[src/rtl/led_indicator_pkg.sv]
`default_nettype none
// +----------------------------------------------------------------------------+
// | led_indicator_pkg : shared types and default constants for the LED driver   |
// | Rev 1.0                                                                     |
// +----------------------------------------------------------------------------+
package led_indicator_pkg;

    typedef enum logic [1:0] {
        IDLE   = 2'd0,
        HOLD   = 2'd1,
        FOLLOW = 2'd2
    } led_state_t;

    localparam int c_n_led      = 4;
    localparam int c_prescale   = 1000;
    localparam int c_hold_ticks = 50;
    localparam int c_pwm_bits   = 4;

endpackage
`default_nettype wire

[src/rtl/led_indicator_driver_if.sv]
`default_nettype none
// +----------------------------------------------------------------------------+
// | led_indicator_driver_if : status-in / pad-out bundle of the LED driver      |
// | Rev 1.0                                                                     |
// +----------------------------------------------------------------------------+
interface led_indicator_driver_if
    import led_indicator_pkg::*;
#(
    parameter int N_LED    = c_n_led,
    parameter int PWM_BITS = c_pwm_bits
);

    logic [N_LED-1:0]    led_in;
    logic [PWM_BITS-1:0] brightness;
    logic [N_LED-1:0]    led_out;
    logic                tick;

    // master: the SoC side feeding status and brightness
    modport master (
        output led_in,
        output brightness,
        input  led_out,
        input  tick
    );

    modport slave (
        input  led_in,
        input  brightness,
        output led_out,
        output tick
    );

endinterface
`default_nettype wire

[src/rtl/led_stretch_ch.sv]
`default_nettype none
// +----------------------------------------------------------------------------+
// | led_stretch_ch : per-channel pulse stretcher (IDLE/HOLD/FOLLOW + hold_cnt)  |
// | Rev 1.0                                                                     |
// +----------------------------------------------------------------------------+
module led_stretch_ch
    import led_indicator_pkg::*;
#(
    parameter int HOLD_TICKS = c_hold_ticks
)
(
    input  wire  clk,
    input  wire  reset,
    input  wire  tick,
    input  wire  level,
    input  wire  rise,
    output logic s
);

    localparam int                 c_cnt_w     = $clog2(HOLD_TICKS + 1);
    localparam logic [c_cnt_w-1:0] c_hold_load = c_cnt_w'(HOLD_TICKS);
    localparam logic [c_cnt_w-1:0] c_cnt_one   = c_cnt_w'(1);

    led_state_t         r_state;
    led_state_t         w_state_nxt;
    logic [c_cnt_w-1:0] r_hold_cnt;
    logic [c_cnt_w-1:0] w_hold_cnt_nxt;

    always_ff @(posedge clk or negedge reset) begin
        if (!reset) begin
            r_state    <= IDLE;
            r_hold_cnt <= '0;
        end else begin
            r_state    <= w_state_nxt;
            r_hold_cnt <= w_hold_cnt_nxt;
        end
    end

    always_comb begin
        w_state_nxt    = r_state;
        w_hold_cnt_nxt = r_hold_cnt;
        case (r_state)
            IDLE: begin
                if (rise) begin
                    w_state_nxt    = HOLD;
                    w_hold_cnt_nxt = c_hold_load;
                end
            end
            HOLD: begin
                // a retrigger reload wins over a coincident tick
                if (rise) begin
                    w_hold_cnt_nxt = c_hold_load;
                end else if (tick) begin
                    w_hold_cnt_nxt = r_hold_cnt - c_cnt_one;
                    if (r_hold_cnt == c_cnt_one) begin
                        w_state_nxt = level ? FOLLOW : IDLE;
                    end
                end
            end
            FOLLOW: begin
                if (!level) begin
                    w_state_nxt = IDLE;
                end
            end
            default: begin
                w_state_nxt = IDLE;
            end
        endcase
    end

    assign s = (r_state != IDLE);

endmodule
`default_nettype wire

[src/rtl/led_indicator_driver.sv]
`default_nettype none
// +----------------------------------------------------------------------------+
// | led_indicator_driver : pulse-stretching, PWM-dimmed drive for board LEDs.   |
// | Stretching is compiled in only with LED_STRETCH_EN defined.   Rev 1.0       |
// +----------------------------------------------------------------------------+
module led_indicator_driver
    import led_indicator_pkg::*;
#(
    parameter int N_LED      = c_n_led,
    parameter int PRESCALE   = c_prescale,
    parameter int HOLD_TICKS = c_hold_ticks,
    parameter int PWM_BITS   = c_pwm_bits
)
(
    input wire                    clk,
    input wire                    reset,
    led_indicator_driver_if.slave bus
);

    localparam logic [PWM_BITS-1:0] c_pwm_max = {PWM_BITS{1'b1}};
    localparam logic [PWM_BITS-1:0] c_pwm_one = PWM_BITS'(1);

    if (PRESCALE < 2 || HOLD_TICKS < 1) begin : g_cfg_err
        $error("led_indicator_driver: PRESCALE must be >= 2 and HOLD_TICKS >= 1");
    end

    logic [N_LED-1:0]    r_led_q;
    logic [N_LED-1:0]    w_s;
    logic                w_tick;
    logic [PWM_BITS-1:0] r_pwm_cnt;
    logic [PWM_BITS-1:0] r_bright_q;
    logic                w_pwm_on;
    logic [N_LED-1:0]    r_led_out;

    always_ff @(posedge clk or negedge reset) begin
        if (!reset) begin
            r_led_q <= '0;
        end else begin
            r_led_q <= bus.led_in;
        end
    end

`ifdef LED_STRETCH_EN
    localparam int                 c_pre_w    = $clog2(PRESCALE);
    localparam logic [c_pre_w-1:0] c_pre_last = c_pre_w'(PRESCALE - 1);
    localparam logic [c_pre_w-1:0] c_pre_one  = c_pre_w'(1);

    logic [N_LED-1:0]   r_led_q_prev;
    logic [N_LED-1:0]   w_rise;
    logic [c_pre_w-1:0] r_pre_cnt;

    // free-running: channel activity never realigns the tick phase
    always_ff @(posedge clk or negedge reset) begin
        if (!reset) begin
            r_led_q_prev <= '0;
            r_pre_cnt    <= '0;
        end else begin
            r_led_q_prev <= r_led_q;
            r_pre_cnt    <= (r_pre_cnt == c_pre_last) ? '0 : (r_pre_cnt + c_pre_one);
        end
    end

    assign w_tick = (r_pre_cnt == c_pre_last);
    assign w_rise = r_led_q & ~r_led_q_prev;

    for (genvar gi = 0; gi < N_LED; gi++) begin : g_ch
        led_stretch_ch #(
            .HOLD_TICKS (HOLD_TICKS)
        ) u_ch (
            .clk   (clk),
            .reset (reset),
            .tick  (w_tick),
            .level (r_led_q[gi]),
            .rise  (w_rise[gi]),
            .s     (w_s[gi])
        );
    end
`else
    assign w_s    = r_led_q;
    assign w_tick = 1'b0;
`endif

    // brightness is only picked up at the period boundary so a duty change never glitches
    always_ff @(posedge clk or negedge reset) begin
        if (!reset) begin
            r_pwm_cnt  <= '0;
            r_bright_q <= c_pwm_max;
        end else begin
            r_pwm_cnt <= r_pwm_cnt + c_pwm_one;
            if (r_pwm_cnt == c_pwm_max) begin
                r_bright_q <= bus.brightness;
            end
        end
    end

    assign w_pwm_on = (r_bright_q == c_pwm_max) | (r_pwm_cnt < r_bright_q);

    always_ff @(posedge clk or negedge reset) begin
        if (!reset) begin
            r_led_out <= '0;
        end else begin
            r_led_out <= w_s & {N_LED{w_pwm_on}};
        end
    end

    assign bus.led_out = r_led_out;
    assign bus.tick    = w_tick;

endmodule
`default_nettype wire
[src/flat_wrapper.sv]
// flat-port wrapper written by rule: the top's interface ports become plain ports
module led_indicator_driver_flat import led_indicator_pkg::*;
#(
    parameter int N_LED      = c_n_led,
    parameter int PRESCALE   = c_prescale,
    parameter int HOLD_TICKS = c_hold_ticks,
    parameter int PWM_BITS   = c_pwm_bits
)
  (clk, reset, bus_led_in, bus_brightness, bus_led_out, bus_tick);
  led_indicator_driver_if #(.N_LED(N_LED), .PWM_BITS(PWM_BITS)) bus_i ();
  input wire clk;
  input wire reset;
  input wire logic [$bits(bus_i.led_in)-1:0] bus_led_in;
  input wire logic [$bits(bus_i.brightness)-1:0] bus_brightness;
  output wire logic [$bits(bus_i.led_out)-1:0] bus_led_out;
  output wire logic [$bits(bus_i.tick)-1:0] bus_tick;
  assign bus_i.led_in = bus_led_in;
  assign bus_i.brightness = bus_brightness;
  assign bus_led_out = bus_i.led_out;
  assign bus_tick = bus_i.tick;
  led_indicator_driver #(.N_LED(N_LED), .PRESCALE(PRESCALE), .HOLD_TICKS(HOLD_TICKS), .PWM_BITS(PWM_BITS)) u_core (.clk(clk), .reset(reset), .bus(bus_i));
endmodule
[config.mk]
export PLATFORM = sky130hd
export DESIGN_NAME = led_indicator_driver_flat
export DESIGN_NICKNAME = d
export VERILOG_FILES = /design/src/rtl/led_indicator_pkg.sv /design/src/rtl/led_indicator_driver_if.sv /design/src/rtl/led_stretch_ch.sv /design/src/rtl/led_indicator_driver.sv /design/src/flat_wrapper.sv
export SDC_FILE = /design/constraint.sdc
export NUM_CORES = 1
export LEC_CHECK = 0
export ABC_AREA = 1
export CAP_MARGIN = 5
export CORE_MARGIN = 3
export CORE_UTILIZATION = 46
export CTS_CLUSTER_SIZE = 10
export DETAILED_ROUTE_END_ITERATION = 10
export PLACE_DENSITY = 0.84
export SLEW_MARGIN = 5
export SYNTH_ARGS = -nofsm -noshare
export SYNTH_HDL_FRONTEND = slang
export SYNTH_HIERARCHICAL = 1
export SYNTH_SLANG_ARGS = --single-unit
[constraint.sdc]
create_clock -name clk -period 1.6 [get_ports clk]
set_input_delay 0.48 -clock clk [delete_from_list [all_inputs] [get_ports clk]]
set_output_delay 0.48 -clock clk [all_outputs]
set_load 0.01 [all_outputs]
# Yosys cells after proc, flatten, opt, wreduce, memory -nomap -nowiden
# Cells that the tools add are included.
# Widths: inputs -> output; s select.
[totals]
elab_cells = 10
latchBits = 0
romBits = 0
inputBits = 10
register_bits = 16
out_inout_bits = 5
ram_bits = 0
mem_count = 0
[op_classes]
n_mux = 0
div_mod_pow = 0
mul = 0
eq_ne = 2
order_cmp = 1
add_sub_neg = 1
reduce_logical = 0
bitwise = 2
shifts = 0
[op_table]
columns = ["op", "n"]
rows = [
  ["$eq 4x4->1 const B", 2],
  ["$add 4x1->4 const B", 1],
  ["$and 4x4->4", 1],
  ["$lt 4x4->1", 1],
  ["$or 1x1->1", 1],
]

# Depth between registers and ports, before layout
# Gate-level depths: netlist of run 1.
[depth]
word_depth = 3
mapped_depth = 7
mapped_depth_nobuf = 7

# Least setup slack after synthesis of run 1
# No wires, ideal clock.
[synth_timing]
path_kind = "reg-to-reg"
start = "register u_core.r_bright_q[3]"
end = "register u_core.r_led_out[0], in the netlist u_core/bus.led_out[0]"
t_required_ps = 1522
stages_incl_launch_ff = 6
path_buffers = 0
t_arrival_ps = 1168
path_slack_ps = 355
cell_sequence = "dfstp_2 -> inv_1 -> ha_1 -> a21oi_1 -> nand2_1 -> a21oi_1"
[synth_via]
elab_chain_cells = 3
word_cells_on_any_way = 4
cone_classes = "order compare: 1; eq/ne: 1; bitwise: 2"
[synth_rtl]
columns = ["item", "line_no", "source"]
rows = [
  ["start: declaration", "led_indicator_driver.sv:31", "logic [PWM_BITS-1:0] r_bright_q;"],
  ["start signal: assignment", "led_indicator_driver.sv:87", "r_bright_q <= c_pwm_max;"],
  ["start signal: assignment", "led_indicator_driver.sv:91", "r_bright_q <= bus.brightness;"],
  ["$lt 4x4->1 or $eq 4x4->1 (tied branches)", "led_indicator_driver.sv:96", "assign w_pwm_on = (r_bright_q == c_pwm_max) | (r_pwm_cnt < r_bright_q);"],
  ["$or 1x1->1 *", "led_indicator_driver.sv:96", ""],
  ["$and 4x4->4 *", "led_indicator_driver.sv:102", "r_led_out <= w_s & {N_LED{w_pwm_on}};"],
  ["end signal: assignment", "led_indicator_driver.sv:102", ""],
  ["end: declaration", "led_indicator_driver.sv:33", "logic [N_LED-1:0] r_led_out;"],
]
# Every way passes the cells marked *; elsewhere a longest branch is shown, timed or not.
# A chain may end at the register's enable or synchronous reset.

# Worst setup path in the final report of run 1
[layout_timing]
start = "register u_core.r_led_out[0], in the netlist u_core/bus.led_out[0]"
end = "output bus_led_out[0]"
[layout_rtl]
columns = ["item", "line_no", "source"]
rows = [
  ["end: declaration", "flat_wrapper.sv:15", "output wire logic [$bits(bus_i.led_out)-1:0] bus_led_out;"],
]
# No word-level cell between the ends.

==> flow_summary_export.csv, run 1 <==
group,metric,value,unit
yosys,synthCells,55,
worst_setup_path,cp-start-kind,"flip-flop",
flow_run,cap_violations,0,
global_routing,grt_antenna_before_repair,0,
detailed_routing,postRouteAntennaNets,0,
global_routing,grt_pass1_wl,1680,µm
yosys,synth_edf_count,0,
worst_setup_path,cp_data_arrival_time,910,ps
timing,whs,473,ps
floorplan,die_y,43.1,µm
yosys,ys_ff_latch,16,
layout,drive_gt1_share,15.3,%
timing,drv_slew,0,
detailed_routing,drc_errors,0,
hold_path,hold_path_class,"reg2reg",
worst_setup_path,slowest_stage,"dfrtp_1",
worst_setup_path,worstPathCellList,"dlygate4sd2_1",
yosys,yosys.area_share.simple,8.71,%
yosys,synth_cell_types,15,
clock_network,numCtsBuffers,3,
worst_setup_path,cp_max_fo,1,
worst_setup_path,crit_path_end_kind,"output port",
placement,dp_hpwl,739,µm
timing,hold_viol,0,
worst_setup_path,r2r_slack,240,ps
detailed_routing,via_per_inst,4.55,
clock_network,ctsHoldBuffers,0,
detailed_routing,vias,391,
global_routing,grtUsageTotal,12.3,%
yosys,synth_mux_area_share,2.38,%
global_routing,first_global_vias,400,
yosys,synth_seq_area_share,64.2,%
worst_setup_path,cpPeakStageDelay,360,ps
layout,nets,87,
clock_network,tritoncts,"yes",
layout,final_cell_mix,"12 x dfrtp_1, 10 x inv_1, 9 x clkdlybuf4s50_1, 8 x a21oi_1, 6 x nand2_1",
pwr,power_density,927,mW/mm²
clock_network,ctsResizeCount,4,
timing,fin_crit_sh,87.1,%
pwr,p_leak,0.424,nW
layout,final_common_cell,"dfrtp_1",
placement,port_buffers,13,
clock_network,post_cts_buffers,0,
floorplan,die_w,43.1,µm
status,outcome,"completed",
placement,placed_area,779,µm²
layout,fillers,97,
detailed_routing,avgRoutedWirePerCell,10.9,µm
timing,setup_viol,0,
timing,rsz0062_at_grt,"no",
worst_setup_path,cp_num_buf_inv,1,
timing,tns,0,ps
yosys,synth_top_family_by_area,"simple AND/OR/NAND/NOR gates",
yosys,synth-compound-area-share,6.34,%
floorplan,initial_core_util,52.6,%
yosys,async_flop_share,100,%
yosys,synth-xor-area-share,2.77,%
detailed_routing,drtIter0Drc,2,
layout,syn_to_final_growth,28.3,%
yosys,ys.warnings.count,6,
detailed_routing,dr.pass1.iters,4,
floorplan,num_rows,12,
yosys,synth_area,632,µm²
clock_network,cts_sinks,16,
pwr,vdd_ir_drop_max,0.000551,V
clock_network,clk_pin_slew_worst_paths,90,ps
layout,diodes,0,
yosys,avgSynthCellArea,11.5,µm²
yosys,yosys.area_share.adder,7.92,%
clock_network,clk_latency,280,ps
placement,post-place-ws,270,ps
floorplan,placeableCoreArea,0.00120,mm²
global_routing,gr-total-overflow,0,
global_routing,grt_start_max_net_pins,17,
worst_setup_path,path_class,"reg2out",
yosys,synth-main-ff-cell,"dfrtp_1",
layout,stdcell_area,811,µm²
worst_setup_path,cp_top_family,"flip-flops",
floorplan,pin_count,15,
clock_network,h-tree-depth,1,
floorplan,dieArea,0.00185,mm²
timing,skew,2.60,ps
timing,finalCriticalPeriod,1390,ps
timing,fmax,718,MHz
timing,setup_slack,207,ps
placement,gp_congestion,0.734,
clock_network,clockBufferDepth,2,
clock_network,cts_root_buf,"clkbuf_4",
worst_setup_path,required,1120,ps
yosys,synth_nets,69,
detailed_routing,postRouteWirelength,939,µm
## cells in the mapped netlist, types with 3 or more instances
master	count	area (µm²)
dfrtp_1	12	300
a21oi_1	8	40.0
nand2_1	6	22.5
inv_1	10	37.5
nor2_1	3	11.3
ha_1	4	50.1
dfstp_2	4	105
## registers in the layout, summed over array words and instances, names as in the netlist
name / count
u_core/bus.led_out: 4
u_core/r_bright_q: 4
u_core/r_led_q: 4
u_core/r_pwm_cnt: 4
## path summary, 6_finish.rpt
kind | endpoint | depth (start not counted) | from
setup / recovery | bus_led_out[0] | 1 | u_core/bus.led_out[0]
hold / removal | u_core/bus.led_out[0] | 2 | u_core/r_led_q[0]
hold reg to reg | u_core/bus.led_out[0] | 2 | u_core/r_led_q[0]
max in group asynchronous | u_core/r_bright_q[2] | 2 | reset
min in group asynchronous | u_core/r_pwm_cnt[3] | 2 | reset
setup reg to reg | u_core/bus.led_out[2] | 5 | u_core/r_bright_q[3]
## logic make-up after synthesis
kind of cell | count (synthesis)
flip-flops | 16
AND/OR/NAND/NOR | 12
buffers and inverters | 11
AO/OA/AOI/OAI | 8
adder cells (fa/ha/maj) | 4
XOR/XNOR | 2
other | 1
multiplexers | 1
## per-layer routing
layer | vias to the layer above | share of wire [%] | GRT usage (%)
met5 | - | 0 | 0
met4 | 0 | 1.5 | 5.42
met3 | 2 | 5.3 | 2.54
met2 | 9 | 46 | 19.5
met1 | 177 | 47 | 16.3
li1 | 203 | - | -
## stage by stage
stage | utilization (%) | power, W | instances
global placement | 64.9 | 0.000502 | 82
floorplan | - | 0.000460 | 55
detailed placement | 64.9 | 0.000505 | 82
CTS | 67.5 | 0.000752 | 86
finish | 67.5 | 0.000752 | 86
global route | 67.5 | 0.000787 | 86
## final cells by class
| type | instances | area (µm²) | share of cell area [%] |
|---|---|---|---|
| Sequential cell | 16 | 405 | 50.0 |
| Multi-Input combinational cell | 28 | 181 | 22.4 |
| Timing Repair Buffer | 14 | 133 | 16.4 |
| Inverter | 10 | 37.5 | 4.63 |
| Clock buffer | 4 | 36.3 | 4.48 |
| Tap cell | 14 | 17.5 | 2.16 |
## power breakdown
group	switching (W)	internal, W	total (W)
clock network	0.000122	0.000138	0.000260
registers	0.00000570	0.000424	0.000430
logic	0.0000266	0.0000348	0.0000615
total	0.000154	0.000598	0.000752
Power figures use the tool's default switching activity.
==> run 2: changes to the inputs <==
REMOVE_ABC_BUFFERS = 1   (was not set)
==> run 2 against run 1 <==
Compared with the run above: clock-buffer cell count unchanged; combinational power up 1%; fmax down 0.27%; core utilization unchanged; wire length down 0.75%; critical endpoint is now bus_led_out[3]; power down 0.24%.
==> flow_summary_export.csv, run 2 (synthesized netlist as in run 1, its figures left out) <==
group,metric,value,unit
worst_setup_path,cp_data_arrival_time,920,ps
layout,multi_input_area,181,µm²
global_routing,grt_start_max_net_pins,17,
detailed_routing,drc_errors,0,
detailed_routing,postRouteAntennaNets,0,
floorplan,placeableCoreArea,0.00120,mm²
detailed_routing,dr.pass1.iters,4,
pwr,p_leak,0.424,nW
worst_setup_path,path_class,"reg2out",
timing,fmax,716,MHz
timing,rsz0062_at_grt,"no",
floorplan,die_w,43.1,µm
worst_setup_path,cp_max_fo,1,
detailed_routing,avgRoutedWirePerCell,10.8,µm
layout,final_cell_mix,"12 x dfrtp_1, 10 x inv_1, 9 x clkdlybuf4s50_1, 8 x a21oi_1, 6 x nand2_1",
layout,final_common_cell,"dfrtp_1",
layout,diodes,0,
global_routing,gr-total-overflow,0,
floorplan,num_rows,12,
pwr,p_sw,0.000152,W
hold_path,hold_path_class,"reg2reg",
layout,fillers,102,
layout,final_util,67.5,%
clock_network,numCtsBuffers,3,
worst_setup_path,cp-start-kind,"flip-flop",
detailed_routing,vias,422,
global_routing,grtUsageTotal,12.9,%
layout,syn_to_final_growth,28.3,%
clock_network,ctsResizeCount,4,
worst_setup_path,required,1120,ps
clock_network,clk_latency,280,ps
placement,port_buffers,13,
clock_network,post_cts_buffers,0,
global_routing,grt_antenna_before_repair,0,
pwr,internal_power,0.000598,W
floorplan,die_y,43.1,µm
placement,dp_hpwl,703,µm
layout,nets,87,
layout,layout.area.seq,405,µm²
clock_network,cts_sinks,16,
worst_setup_path,slowest_stage,"dfrtp_1",
timing,whs,463,ps
clock_network,cts_root_buf,"clkbuf_4",
layout,stdcell_count,86,
pwr,seqPwrFrac,57.2,%
clock_network,clk_pin_slew_worst_paths,90,ps
placement,post-place-ws,271,ps
detailed_routing,drtIter0Drc,7,
pwr,swShare,20.3,%
pwr,clock_power_share,34.5,%
timing,hold_viol,0,
clock_network,h-tree-depth,1,
worst_setup_path,crit_path_end_kind,"output port",
placement,dp_cells,82,
detailed_routing,postRouteWirelength,932,µm
global_routing,first_global_vias,437,
layout,drive_gt1_share,15.3,%
timing,drv_slew,0,
timing,finalCriticalPeriod,1400,ps
timing,setup_viol,0,
clock_network,tritoncts,"yes",
floorplan,initial_core_util,52.6,%
timing,fin_crit_sh,87.3,%
timing,skew,5.31,ps
floorplan,dieArea,0.00185,mm²
worst_setup_path,cpPeakStageDelay,360,ps
worst_setup_path,cp_top_family,"flip-flops",
floorplan,pin_count,15,
placement,gp_congestion,0.738,
clock_network,clockBufferDepth,2,
worst_setup_path,worstPathCellList,"dlygate4sd2_1",
pwr,power_density,925,mW/mm²
timing,tns,0,ps
status,outcome,"completed",
clock_network,ctsHoldBuffers,0,
pwr,vdd_ir_drop_max,0.000632,V
worst_setup_path,cp_num_buf_inv,1,
pwr,p_comb_share,8.3,%
flow_run,cap_violations,0,
timing,setup_slack,203,ps
detailed_routing,via_per_inst,4.91,
global_routing,grt_pass1_wl,1730,µm
run 2: cell counts in the layout (fill, tap and decap cells not counted):
Identical to the previous run, type by type.
run 2: metrics by stage:
step                      total power, W  instance area (µm²)
after floorplan                 0.000458                  624
after global placement          0.000502                  779
after detailed placement        0.000505                  779
after CTS                       0.000759                  811
after global routing            0.000791                  811
final                           0.000750                  811
run 2: final timing paths:
path | slack (ps) | start | depth (start not counted) | endpoint
max in group asynchronous | 850 | reset | 2 | u_core/r_bright_q[3]
max reg2reg | 250 | u_core/r_bright_q[3] | 5 | u_core/bus.led_out[0]
min reg2reg | 460 | u_core/r_led_q[3] | 2 | u_core/bus.led_out[3]
min | 460 | u_core/r_led_q[3] | 2 | u_core/bus.led_out[3]
max | 200 | u_core/bus.led_out[3] | 1 | bus_led_out[3]
min in group asynchronous | 500 | reset | 2 | u_core/bus.led_out[3]
run 2: cell type report:
type,count,share of cell area (%)
sequential,16,50.0
tap,14,2.16
inverter,10,4.63
multi-input combinational,28,22.4
timing repair buffer,14,16.4
clock buffer,4,4.48
run 2: routing by layer:
| metal | share of wire [%] | GRT usage, % | wire [µm] | vias up |
|---|---|---|---|---|
| met5 | 0 | 0 | 0 | - |
| li1 | - | - | - | 205 |
| met1 | 39 | 14.1 | 359 | 196 |
| met4 | 1.1 | 5.42 | 10 | 0 |
| met3 | 7.6 | 5.08 | 71 | 2 |
| met2 | 53 | 21.9 | 490 | 19 |
run 2: power by group through the flow:
stage	Clock (W)	Combinational, W	Sequential (W)
final	0.000259	0.0000621	0.000429
after global routing	0.000290	0.0000701	0.000431
after CTS	0.000266	0.0000633	0.000430
after detailed placement	0	0.0000673	0.000438
after global placement	0	0.0000653	0.000437
after floorplan	0	0.0000173	0.000440
